File: src/rtl/bfd_rx_parser.sv
// Parses Ethernet/IPv4/UDP on the MAC RX byte stream and extracts single-hop BFD control fields.
// Optional destination MAC filtering is enabled with `define BFD_RX_MAC_FILTER_EN.
module bfd_rx_parser #(
  parameter logic [15:0] BFD_UDP_PORT = 16'd3784,
  parameter logic [47:0] LOCAL_MAC    = 48'h0,
  parameter int          CNT_W        = 16
) (
  input  logic             rx_mac_aclk,
  input  logic             rx_axi_rstn,
  input  logic [7:0]       s_axis_tdata,
  input  logic             s_axis_tvalid,
  input  logic             s_axis_tlast,
  input  logic             s_axis_tuser,
  output logic             bfd_valid,
  output logic [31:0]      bfd_src_ip,
  output logic [4:0]       bfd_diag,
  output logic [1:0]       bfd_sta,
  output logic [5:0]       bfd_flags,
  output logic [7:0]       bfd_detect_mult,
  output logic [31:0]      bfd_my_discr,
  output logic [31:0]      bfd_your_discr,
  output logic [31:0]      bfd_des_min_tx,
  output logic [31:0]      bfd_req_min_rx,
  output logic [31:0]      bfd_req_echo_rx,
  output logic [CNT_W-1:0] rx_good_cnt,
  output logic [CNT_W-1:0] rx_drop_cnt
);

  typedef enum logic [2:0] {SYNC, IDLE, HDR, PAD, DROP, DONE} state_t;

  state_t      state, state_nxt;
  logic [6:0]  cnt, cnt_nxt;
  logic        accept, reject, byte_fail;
  logic [31:0] sh_src_ip, sh_my, sh_your, sh_tx, sh_rx, sh_echo, echo_final;
  logic [4:0]  sh_diag;
  logic [1:0]  sh_sta;
  logic [5:0]  sh_flags;
  logic [7:0]  sh_mult;

`ifdef BFD_RX_MAC_FILTER_EN
  // Running match of the destination MAC against both the station address and broadcast.
  logic       mac_loc, mac_bc, mac_loc_nxt, mac_bc_nxt;
  logic [7:0] mac_exp;

  always_comb begin
    mac_exp = 8'h00;
    case (cnt)
      7'd0:    mac_exp = LOCAL_MAC[47:40];
      7'd1:    mac_exp = LOCAL_MAC[39:32];
      7'd2:    mac_exp = LOCAL_MAC[31:24];
      7'd3:    mac_exp = LOCAL_MAC[23:16];
      7'd4:    mac_exp = LOCAL_MAC[15:8];
      7'd5:    mac_exp = LOCAL_MAC[7:0];
      default: mac_exp = 8'h00;
    endcase
    mac_loc_nxt = ((cnt == 7'd0) ? 1'b1 : mac_loc) && (s_axis_tdata == mac_exp);
    mac_bc_nxt  = ((cnt == 7'd0) ? 1'b1 : mac_bc) && (s_axis_tdata == 8'hFF);
  end

  always_ff @(posedge rx_mac_aclk or negedge rx_axi_rstn) begin
    if (!rx_axi_rstn) begin
      mac_loc <= 1'b0;
      mac_bc  <= 1'b0;
    end else if (s_axis_tvalid && (state == IDLE || state == HDR) && cnt <= 7'd5) begin
      mac_loc <= mac_loc_nxt;
      mac_bc  <= mac_bc_nxt;
    end
  end
`else
  logic unused_mac;
  assign unused_mac = ^LOCAL_MAC;
`endif

  always_comb begin
    byte_fail = 1'b0;
    case (cnt)
      7'd12:   byte_fail = (s_axis_tdata != 8'h08);
      7'd13:   byte_fail = (s_axis_tdata != 8'h00);
      7'd14:   byte_fail = (s_axis_tdata != 8'h45);
      7'd22:   byte_fail = (s_axis_tdata != 8'hFF);
      7'd23:   byte_fail = (s_axis_tdata != 8'd17);
      7'd36:   byte_fail = (s_axis_tdata != BFD_UDP_PORT[15:8]);
      7'd37:   byte_fail = (s_axis_tdata != BFD_UDP_PORT[7:0]);
      7'd42:   byte_fail = (s_axis_tdata[7:5] != 3'd1);
      7'd44:   byte_fail = (s_axis_tdata == 8'd0);
      7'd45:   byte_fail = (s_axis_tdata < 8'd24);
      7'd49:   byte_fail = ({sh_my[23:0], s_axis_tdata} == 32'd0);
      default: byte_fail = 1'b0;
    endcase
`ifdef BFD_RX_MAC_FILTER_EN
    if (cnt == 7'd5 && !(mac_loc_nxt || mac_bc_nxt))
      byte_fail = 1'b1;
`endif
  end

  // Frame-level FSM; accept/reject are asserted only on the tlast beat.
  always_comb begin
    state_nxt = state;
    accept    = 1'b0;
    reject    = 1'b0;
    case (state)
      SYNC: if (!s_axis_tvalid) state_nxt = IDLE;
      IDLE: if (s_axis_tvalid) begin
        if (s_axis_tlast) begin
          state_nxt = DONE;
          reject    = 1'b1;
        end else begin
          state_nxt = HDR;
        end
      end
      HDR: if (s_axis_tvalid) begin
        if (byte_fail) begin
          state_nxt = s_axis_tlast ? DONE : DROP;
          reject    = s_axis_tlast;
        end else if (s_axis_tlast) begin
          state_nxt = DONE;
          accept    = (cnt == 7'd65) && !s_axis_tuser;
          reject    = !((cnt == 7'd65) && !s_axis_tuser);
        end else if (cnt == 7'd65) begin
          state_nxt = PAD;
        end
      end
      PAD: if (s_axis_tvalid && s_axis_tlast) begin
        state_nxt = DONE;
        accept    = !s_axis_tuser;
        reject    = s_axis_tuser;
      end
      DROP: if (s_axis_tvalid && s_axis_tlast) begin
        state_nxt = DONE;
        reject    = 1'b1;
      end
      // A beat arriving here means the next frame start was missed, so resynchronise.
      DONE:    state_nxt = s_axis_tvalid ? SYNC : IDLE;
      default: state_nxt = SYNC;
    endcase
  end

  always_comb begin
    cnt_nxt = cnt;
    if (state == SYNC || state == DONE)
      cnt_nxt = 7'd0;
    else if (s_axis_tvalid)
      cnt_nxt = s_axis_tlast ? 7'd0 : ((cnt == 7'd127) ? cnt : cnt + 7'd1);
  end

  assign echo_final = (state == HDR && cnt == 7'd65) ? {sh_echo[23:0], s_axis_tdata} : sh_echo;

  always_ff @(posedge rx_mac_aclk or negedge rx_axi_rstn) begin
    if (!rx_axi_rstn) begin
      state <= SYNC;
      cnt   <= 7'd0;
    end else begin
      state <= state_nxt;
      cnt   <= cnt_nxt;
    end
  end

  // Shadow capture; fields only reach the outputs once the whole frame is accepted.
  always_ff @(posedge rx_mac_aclk or negedge rx_axi_rstn) begin
    if (!rx_axi_rstn) begin
      sh_src_ip <= '0; sh_diag <= '0; sh_sta  <= '0; sh_flags <= '0; sh_mult <= '0;
      sh_my     <= '0; sh_your <= '0; sh_tx   <= '0; sh_rx    <= '0; sh_echo <= '0;
    end else if (s_axis_tvalid && state == HDR) begin
      if (cnt >= 7'd26 && cnt <= 7'd29) sh_src_ip <= {sh_src_ip[23:0], s_axis_tdata};
      if (cnt == 7'd42) sh_diag <= s_axis_tdata[4:0];
      if (cnt == 7'd43) begin
        sh_sta   <= s_axis_tdata[7:6];
        sh_flags <= s_axis_tdata[5:0];
      end
      if (cnt == 7'd44) sh_mult <= s_axis_tdata;
      if (cnt >= 7'd46 && cnt <= 7'd49) sh_my   <= {sh_my[23:0], s_axis_tdata};
      if (cnt >= 7'd50 && cnt <= 7'd53) sh_your <= {sh_your[23:0], s_axis_tdata};
      if (cnt >= 7'd54 && cnt <= 7'd57) sh_tx   <= {sh_tx[23:0], s_axis_tdata};
      if (cnt >= 7'd58 && cnt <= 7'd61) sh_rx   <= {sh_rx[23:0], s_axis_tdata};
      if (cnt >= 7'd62 && cnt <= 7'd65) sh_echo <= {sh_echo[23:0], s_axis_tdata};
    end
  end

  always_ff @(posedge rx_mac_aclk or negedge rx_axi_rstn) begin
    if (!rx_axi_rstn) begin
      bfd_valid       <= 1'b0;
      bfd_src_ip      <= '0; bfd_diag       <= '0; bfd_sta        <= '0;
      bfd_flags       <= '0; bfd_detect_mult <= '0; bfd_my_discr  <= '0;
      bfd_your_discr  <= '0; bfd_des_min_tx <= '0; bfd_req_min_rx <= '0;
      bfd_req_echo_rx <= '0;
      rx_good_cnt     <= '0;
      rx_drop_cnt     <= '0;
    end else begin
      bfd_valid <= accept;
      if (accept) begin
        bfd_src_ip      <= sh_src_ip;
        bfd_diag        <= sh_diag;
        bfd_sta         <= sh_sta;
        bfd_flags       <= sh_flags;
        bfd_detect_mult <= sh_mult;
        bfd_my_discr    <= sh_my;
        bfd_your_discr  <= sh_your;
        bfd_des_min_tx  <= sh_tx;
        bfd_req_min_rx  <= sh_rx;
        bfd_req_echo_rx <= echo_final;
        rx_good_cnt     <= rx_good_cnt + 1'b1;
      end
      if (reject)
        rx_drop_cnt <= rx_drop_cnt + 1'b1;
    end
  end

endmodule

File: config.mk
export PLATFORM = sky130hd
export DESIGN_NAME = bfd_rx_parser
export DESIGN_NICKNAME = d
export VERILOG_FILES = /design/src/rtl/bfd_rx_parser.sv
export SDC_FILE = /design/constraint.sdc
export NUM_CORES = 1
export LEC_CHECK = 0
export ABC_AREA = 1
export CORE_UTILIZATION = 55
export DETAILED_ROUTE_END_ITERATION = 8
export PLACE_DENSITY = 0.8
export SYNTH_ARGS = -nofsm -noshare
export SYNTH_HDL_FRONTEND = slang
export SYNTH_SLANG_ARGS = --single-unit
File: constraint.sdc
create_clock -name rx_mac_aclk -period 2.2 [get_ports rx_mac_aclk]
set_input_delay 0.55 -clock rx_mac_aclk [delete_from_list [all_inputs] [get_ports rx_mac_aclk]]
set_output_delay 0.55 -clock rx_mac_aclk [all_outputs]
set_load 0.02 [all_outputs]
==> summary.md <==
| Metric | Value |
|---|---|
| Number of antenna violations at the first check in global routing | 2 |
| Die Y | 187 um |
| Startpoint kind of the worst setup timing path | flip-flop |
| Detail Placement HPWL | 31800 um |
| Layout Area Growth over Synthesis | 28.5% |
| Placement-stage cell area | 22500 um^2 |
| Clock tree from TritonCTS | yes |
| Worst setup path startpoint | bfd_req_echo_rx[8] |
| Setup clock skew after layout | 18.9 ps |
| Setup ws final | 42.0 ps |
| Number of port buffers | 258 |
| Source-to-sink clock delay at the later pin of the worst-skew pair | 560 ps |
| Power per cell area | 874 nW/um^2 |
| Logic depth of the worst register-to-register path | 12 |
| Hold crit path type | reg -> reg |
| Critical path's largest stage delay | 640 ps |
| DRC violation count after routing | 0 |
| Fraction of the core area covered by cells at the end of the flow | 0.721 |
| Share of synthesized cell area in and, or, nand and nor gates | 0.178 |
| Capturing instance or port of the critical path | bfd_req_echo_rx[8] |
| Initial DRC Count | 1293 |
| Required time at the worst-slack endpoint | 1650 ps |
| Clock slew at the register clock pins of the worst setup and hold paths | 60 ps |
| Number of unique standard cell types used by synthesis | 38 |
| I/O pins | 259 |
| Tightest Pin Transition | 416 ps |
| Max-slew headroom at the worst pin | 0.723 |
| Share of the synthesized area in compound gates (AO/OA/AOI/OAI) | 0.113 |
| Type of destination of the critical path | output port |
| Global-route track usage on met3 | 0.0450 |
| Levels on crit path | 1 |
| Average cell area after synthesis | 9.14 um^2 |
| TritonCTS buffer count | 47 |
| Main combinational cell family by area after synthesis | simple AND/OR/NAND/NOR gates |
| # diodes | 0 |
| Worst flop-to-flop path startpoint | cnt[3] |
| Critical path fanouts, max | 2 |
| Setup repair after global routing missed its margin | true |
| Leakage power of the design | 11.3 nW |
| Fin Setup TNS | 0 ps |
| Largest net degree at the start of global routing | 73 |
| Number of clock sinks | 469 |
| DRT Wirelength | 47000 um |
| Post-Synth XOR/XNOR Area | 0.0139 |
| Main synth FF type | dfrtp_1 |
| Highest-delay cell along the critical path | clkdlybuf4s50_1 |
| GRT overflow | 0 |
| Max-cap violation count | 0 |
| Minimum clock period after layout | 2160 ps |
| Post-placement setup slack | -272 ps |
| Count of placed standard cells including taps | 2763 |
| Wire length of the first global-routing pass | 76900 um |
| Iteration count of the initial detailed-routing pass | 5 |
| Cell area after layout | 24200 um^2 |
| Share of the clock period used by the worst path after layout | 0.981 |
| CORE AREA | 33600 um^2 |
| # H-tree levels | 2 |
| Post-synth net total | 2082 |
| Final-stage net count | 2388 |
| Final standard cell count with taps included and fillers excluded | 2854 |
| Starting utilization of the core area | 0.561 |
| CP Buf/Inv Count | 1 |
| Root Buffer | clkbuf_16 |
| Routed WL per cell | 16.5 um |
| Final number of hold-violating endpoints | 0 |
| Global Route met2 Usage | 0.430 |
| Count of cells along the worst hold path | 2 |
| Met1 Use GR | 0.396 |
| Global placement routability congestion | 0.883 |
| Kind of cell adding the most delay to the critical path | buffers and inverters |
| Yosys synthesis warning count | 0 |
| Max Clock Freq | 0.463 GHz |
| Number of cells produced by synthesis | 2063 |
| Sequential share of the synthesized area | 0.622 |
| Fraction of final layout cells with drive strength greater than 1 | 0.0939 |
| Number of synthesized register bits | 469 |
| Overall die area | 35000 um^2 |
| Ordered list of cells on the worst path | clkdlybuf4s50_1 |
| Most heavily used metal layer in global routing | met2 |
| Post-synth ARST share | 1.00 |
| GRT Total Usage | 0.275 |
| Die X | 187 um |
| Number of pins with negative max-slew slack in the final report | 0 |
| Clk buf depth | 3 |
| Count of flip-flops with a built-in enable after synthesis | 0 |
| Row count | 67 |
| Via count of the first global-routing pass | 14700 |
| Synthesized-area fraction occupied by adder cells | 0.00398 |
| Category of the most critical setup path | reg -> out |
| Critical register-to-register path endpoint | bfd_your_discr[18] |
| Proportion of synthesized area in mux cells | 0.000597 |
| Worst-case vdd ir drop | 0.000719 V |
| Remaining number of nets flagged by the antenna check after routing | 0 |
| Slack of the worst reg-to-reg path | 130 ps |
| Routed vias | 15100 |
| Vias per Instance | 5.28 |
| Count of endpoints failing setup in the final report | 0 |
| Result of the run | finished, final reports clean |
| Area of the mapped netlist | 18900 um^2 |
| Arr. time, crit path | 1610 ps |
[report_power, final]
group | internal, mW | switching [mW] | leakage [nW] | total, mW
clock network | 4.84 | 3.29 | 0.788 | 8.13
registers | 9.18 | 0.474 | 6.44 | 9.65
logic | 1.46 | 1.93 | 4.11 | 3.38
[per-stage QoR]
step	hold WS (ps)	total power, mW
4_1_cts	472	21.2
3_5_place_dp	458	13.1
3_3_place_gp	452	13.1
2_1_floorplan	254	11.3
5_1_grt	486	22.0
6_report	471	21.2
[cell type report]
cell class / instances / area [um^2]
sequential: 469 / 11700
fill: 2421 / 9390
multi-input combinational: 1292 / 5910
timing repair buffer: 364 / 3680
clock buffer: 76 / 1480
inverter: 195 / 742
tap: 448 / 561
clock inverter: 10 / 121
[layer usage]
layer / routed length, um / vias up / part of all wire
met5: 0 / - / 0
met4: 1290 / 0 / 0.028
met3: 3280 / 93 / 0.070
met2: 22200 / 518 / 0.47
met1: 20300 / 7300 / 0.43
li1: - / 7165 / -
[cell usage after synthesis, types with 4 or more instances]
master | instances | area (um^2)
o21ai_1 | 131 | 656
nand3_1 | 58 | 290
buf_6 | 13 | 146
buf_1 | 5 | 18.8
nand4_1 | 16 | 100
xor2_1 | 16 | 140
clkbuf_1 | 53 | 199
buf_2 | 32 | 160
a31oi_1 | 8 | 50.1
dfrtp_1 | 469 | 11700
nor3_1 | 9 | 45.0
inv_1 | 189 | 709
o21ai_0 | 263 | 1320
nor2_2 | 5 | 31.3
nand2_2 | 4 | 25.0
a21oi_1 | 6 | 30.0
xnor2_1 | 14 | 123
nand2_1 | 666 | 2500
buf_4 | 4 | 30.0
nor2_1 | 69 | 259
inv_2 | 5 | 18.8
ha_1 | 6 | 75.1
[cell families after synthesis]
kind of cell    count (synthesis)
buf+inv                       302
xor+xnor                       30
mux                             1
fa+ha+maj                       6
simple gates                  838
compound gates                417
flops                         469
[worst min path at each step]
stage | startpoint | endpoint | slack, ps
floorplan | rx_axi_rstn | bfd_des_min_tx[0] | 250
global placement | bfd_req_min_rx[26] | bfd_req_min_rx[26] | 450
detailed placement | sh_sta[1] | bfd_sta[1] | 460
CTS | sh_sta[1] | bfd_sta[1] | 470
global route | rx_good_cnt[15] | rx_good_cnt[15] | 490
finish | sh_my[29] | bfd_my_discr[29] | 470
[what timing repair did]
item                                   CTS  global route
gates cloned                             0             0
endpoints found under the hold margin   33             0
resized for setup                        9            37
setup endpoints to repair                9           267
pin swaps                                0            11
hold buffers                             1             0
setup buffers                            0             4
[layout by cell type, fill, tap and decap left out, types with 3 or more instances in the layout]
cell type and instances:
a21oi_1 6, a31oi_1 8, buf_12 22, buf_4 81
clkbuf_1 12, clkbuf_16 49, clkbuf_8 15, clkdlybuf4s50_1 240
clkinv_2 5, dfrtp_1 468, dlygate4sd2_1 9, dlymetal6s2s_1 8
ha_1 3, inv_1 185, inv_2 8, nand2_1 663
nand2_2 7, nand3_1 55, nand3_2 5, nand4_1 16
nor2_1 62, nor2_2 10, nor2_4 4, nor3_1 9
o21ai_0 261, o21ai_1 133, xnor2_1 14, xor2_1 16
Power figures use the tool's default switching activity.
